<file path="config.mk">
export PLATFORM = sky130hd
export DESIGN_NAME = fp_issue_ctrl
export DESIGN_NICKNAME = d
export VERILOG_FILES = /design/src/rtl/fp_issue_ctrl.sv
export SDC_FILE = /design/constraint.sdc
export NUM_CORES = 1
export LEC_CHECK = 0
export ABC_AREA = 1
export CORE_MARGIN = 10
export CORE_UTILIZATION = 41
export DETAILED_ROUTE_END_ITERATION = 8
export GPL_ROUTABILITY_DRIVEN = 0
export HOLD_SLACK_MARGIN = 0.08
export PLACE_DENSITY = 0.86
export SLEW_MARGIN = 20
export SYNTH_ARGS = -nofsm -noshare
export SYNTH_HDL_FRONTEND = slang
export SYNTH_SLANG_ARGS = --single-unit
</file>
<file path="constraint.sdc">
create_clock -name clk -period 5.8 [get_ports clk]
set_input_delay 0.87 -clock clk [delete_from_list [all_inputs] [get_ports clk]]
set_output_delay 0.87 -clock clk [all_outputs]
set_load 0.005 [all_outputs]
</file>
<file path="src/rtl/fp_issue_ctrl.sv">
// fp_issue_ctrl: issues one FP op at a time to the ALU, owns the FCC register
// and returns register results over a valid/ready writeback port.
module fp_issue_ctrl #(
    parameter int ALU_LAT = 2
) (
    input  logic        clk,
    input  logic        rst,
    input  logic        req_valid,
    output logic        req_ready,
    input  logic [5:0]  req_funct,
    input  logic [2:0]  req_cc,
    input  logic        req_tf,
    input  logic [4:0]  req_fd,
    input  logic [31:0] req_a,
    input  logic [31:0] req_b,
    output logic [31:0] alu_a,
    output logic [31:0] alu_b,
    output logic [5:0]  alu_funct,
    output logic [2:0]  alu_cc,
    input  logic [31:0] alu_result,
    input  logic [7:0]  alu_flags,
    output logic        wb_valid,
    input  logic        wb_ready,
    output logic [4:0]  wb_fd,
    output logic [31:0] wb_data,
    output logic [7:0]  fcc,
    output logic        busy,
    output logic        illegal
);
    typedef enum logic [1:0] {IDLE, EXEC, WB} state_t;
    state_t state, state_nx;
    logic [3:0] cnt;
    logic       tf;
    logic [4:0] fd;
    logic       accept, legal, done, is_cmp, wb_op;
    assign req_ready = state == IDLE && !rst;
    assign busy      = state != IDLE;
    assign wb_valid  = state == WB;
    assign accept    = req_valid && req_ready;
    assign legal     = req_funct <= 6'd7;
    assign done      = state == EXEC && cnt == 4'd0;
    assign is_cmp    = alu_funct >= 6'd2 && alu_funct <= 6'd6;
    // add/sub always write back; mov.s only when the selected FCC bit matches tf
    assign wb_op     = alu_funct < 6'd2 || (alu_funct == 6'd7 && fcc[alu_cc] == tf);
    always_comb begin
        state_nx = state;
        case (state)
            IDLE:    state_nx = accept && legal ? EXEC : IDLE;
            EXEC:    state_nx = cnt != 4'd0 ? EXEC : wb_op ? WB : IDLE;
            WB:      state_nx = wb_ready ? IDLE : WB;
            default: state_nx = IDLE;
        endcase
    end
    always_ff @(posedge clk or posedge rst) begin
        if (rst) begin
            state     <= IDLE;
            fcc       <= '0;
            wb_data   <= '0;
            wb_fd     <= '0;
            alu_a     <= '0;
            alu_b     <= '0;
            alu_funct <= '0;
            alu_cc    <= '0;
            tf        <= 1'b0;
            fd        <= '0;
            cnt       <= '0;
            illegal   <= 1'b0;
        end else begin
            state   <= state_nx;
            illegal <= accept && !legal;
            if (accept && legal) begin
                alu_a     <= req_a;
                alu_b     <= req_b;
                alu_funct <= req_funct;
                alu_cc    <= req_cc;
                tf        <= req_tf;
                fd        <= req_fd;
                cnt       <= 4'(ALU_LAT - 1);
            end
            if (state == EXEC && cnt != 4'd0)
                cnt <= cnt - 4'd1;
            if (done && is_cmp)
                fcc[alu_cc] <= alu_flags[alu_cc];
            if (done && wb_op) begin
                wb_data <= alu_result;
                wb_fd   <= fd;
            end
        end
    end
endmodule

</file>
==> metrics.md <==
| Metric | Value |
|---|---|
| Synth warnings | 0 |
| Relative slew slack | 45.6% |
| Area Growth Syn to Fin | 58.1% |
| CP endpoint kind | output pin |
| Grt total ovfl | 0 |
| Placed cell areas | 7840 sq um |
| Maximum number of pins on one net before global-route repair | 74 |
| Die Footprint | 17900 sq um |
| Post-synthesis simple-gate area fraction | 30.4% |
| Die width | 134 microns |
| Chip height | 134 microns |
| Starting density of the core | 42.0% |
| Critical-path maximum fanout | 3 |
| Post-route design area | 8410 sq um |
| Initial antenna violation count | 0 |
| Critical Path Start Type | input port |
| CORE AREA | 12700 sq um |
| Synthesized area per cell | 8.53 sq um |
| Post-synthesis xor/xnor area fraction | 0% |
| R2r startpoint | alu_cc[0] |
| Port-buffer cells | 244 |
| Critical path startpoint | rst |
| Hold Buf Count CTS | 0 |
| Final setup fails | 0 |
| Fin. Hold Viols | 0 |
| Mux contribution to synthesized area | 0% |
| Synth Area in Compound Gates | 2.07% |
| R2R Setup Slk | 3.00 ns |
| TritonCTS buffer count | 17 |
| Nets | 984 |
| Vias per cell | 4.67 |
| Total GRT Usage | 18.2% |
| End of the critical path | req_ready |
| Period utilization | 51.2% |
| H-tree Lvls | 4 |
| Clock sink total | 131 |
| Hold Crit Class | flop to flop |
| Worst-Margin Slew | 0.815 ns |
| Setup bufs post-CTS | 0 |
| Initial DRC count | 295 |
| TritonCTS clock tree | yes |
| Post-DR wirelength/cell | 15.8 microns |
| Clock transition at path regs | 0.05 ns |
| R2R depth | 11 |
| Number of global-route vias before repair | 4963 |
| N_diodes | 0 |
| Multi-input logic area | 1750 sq um |
| Min Tclk post-route | 2.97 ns |
| PostCTS Resize Cnt | 0 |
| VDD IR max | 236 uV |
| Main combinational cell family by area after synthesis | simple AND/OR/NAND/NOR gates |
| Final Slew Violations | 0 |
| Seq/Total Area, Yosys | 61.7% |
| Adder-Cell Fraction of Synth Area | 0.235% |
| Global-route wire length before repair | 26.2 mm |
| Leakage power | 4.02 nW |
| Routed WL | 16.5 mm |
| Synth Instances | 623 |
| RSZ-0062 raised after global routing | false |
| Vias | 4877 |
| TritonRoute pass-1 iters | 4 |
| Routed Antenna Nets | 0 |
| F_max | 0.337 GHz |
| # rows | 41 |
| FF/Latch Area | 3280 sq um |
| Unique masters post-synth | 18 |
| Hpwl dp | 11.9 mm |
| Synthesized flop and latch total | 131 |
| Worst Hold Launch | wb_data[22] |
| Run status | finished, final reports clean |
| DRC viols | 0 |
| Post-Route Utilization | 66.3% |
| Critical Path AT | 2.10 ns |
| Worst endpoint required time | 4.93 ns |
| Ports | 245 |
| R2r endpoint | wb_fd[4] |
| Fillers | 1033 |
| Layout cells sized above 1 | 4.81% |
| Max clock buf depth | 2 |
| Root buffer cell | clkbuf_16 |
| Worst Skew | 0.00940 ns |
| Crit Path Category | input port to output pin |
| Power per cell area | 444 nW/um^2 |
| Mapped Area | 5320 sq um |
| Fin Setup TNS | 0 ns |
| Maximum capacitance violations | 0 |
| Clock Latency Late Sink | 0.41 ns |
| Syn nets | 747 |
| Power Total | 3.73 mW |
==> through the flow <==
stage / worst slack, ns / hold WS, ns / instances
2_1_floorplan: 1.43 / 0.450 / 623
3_3_place_gp: 2.76 / 0.453 / 1013
3_5_place_dp: 2.74 / 0.458 / 1013
4_1_cts: 2.81 / 0.471 / 1045
5_1_grt: 2.64 / 0.491 / 1045
6_report: 2.83 / 0.467 / 1045
==> layout by cell type (no fill, tap or decap), drive strengths merged <==
master	Yosys	final
buf	21	5
nor2	19	19
a21oi	1	1
clkdlybuf4s50	0	244
clkinv	0	7
inv	30	30
clkinvlp	0	2
o22ai	1	1
ha	1	1
clkbuf	10	21
nand3	49	49
nor3	11	11
dfrtp	131	131
o21ai	18	18
a41oi	1	1
bufinv	0	2
nand2	330	330
==> flip-flops by register name, summed over array words and instances (netlist names) <==
name	cells
alu_a	32
alu_b	32
alu_cc	3
alu_funct	6
cnt	4
fcc	8
fd	5
illegal	1
state	2
tf	1
wb_data	32
wb_fd	5
==> synthesized netlist by cell type <==
cell type,number,area share [%]
nand2_1,328,23
dfrtp_1,131,62
nand3_1,49,4.6
inv_1,29,2.0
nor2_1,19,1.3
o21ai_0,17,1.6
buf_2,12,1.1
nor3_1,11,1.0
clkbuf_1,10,0.71
buf_6,6,1.3
buf_4,3,0.42
nand2_2,2,0.24
a21oi_1,1,0.094
a41oi_1,1,0.16
ha_1,1,0.24
inv_2,1,0.071
o21ai_1,1,0.094
o22ai_1,1,0.12
==> worst max-delay path: stages <==
cell             delay, ns
clkdlybuf4s50_1       0.47
nor2_1                0.22
clkdlybuf4s50_1       0.54
==> worst min-delay path by stage <==
stage,endpoint,slack (ns),depth (start not counted)
6_report,wb_data[22],0.47,2
3_5_place_dp,wb_fd[0],0.46,2
3_3_place_gp,wb_data[20],0.45,2
4_1_cts,wb_fd[0],0.47,2
2_1_floorplan,fd[0],0.45,2
5_1_grt,wb_fd[0],0.49,2
==> where the power goes <==
| group | switching, mW | total, mW | internal (mW) |
|---|---|---|---|
| logic | 0.547 | 1.27 | 0.724 |
| registers | 0.197 | 1.43 | 1.23 |
| clock network | 0.381 | 1.03 | 0.649 |
| total | 1.12 | 3.73 | 2.60 |
==> cells by family after synthesis <==
family          count (synthesis)
buf+inv                        61
compound gates                 21
flops                         131
fa+ha+maj                       1
simple gates                  409
==> layout make-up <==
type	count	share of cell area [%]
Multi-Input combinational cell	431	20.8
Clock buffer	21	5.48
Clock inverter	11	1.31
Sequential cell	131	39.0
Inverter	30	1.37
Timing Repair Buffer	249	29.5
Tap cell	172	2.56
==> per-layer routing <==
metal / vias up / wire length (microns) / global-route usage [%] / share of wire, %
met5: - / 0 / 0 / 0
met4: 0 / 324 / 6.53 / 2.0
met3: 21 / 1590 / 8.40 / 9.6
met2: 181 / 8210 / 30.5 / 50
met1: 2279 / 6340 / 20.0 / 39
li1: 2396 / - / - / -
(Power assumes the default switching activity.)
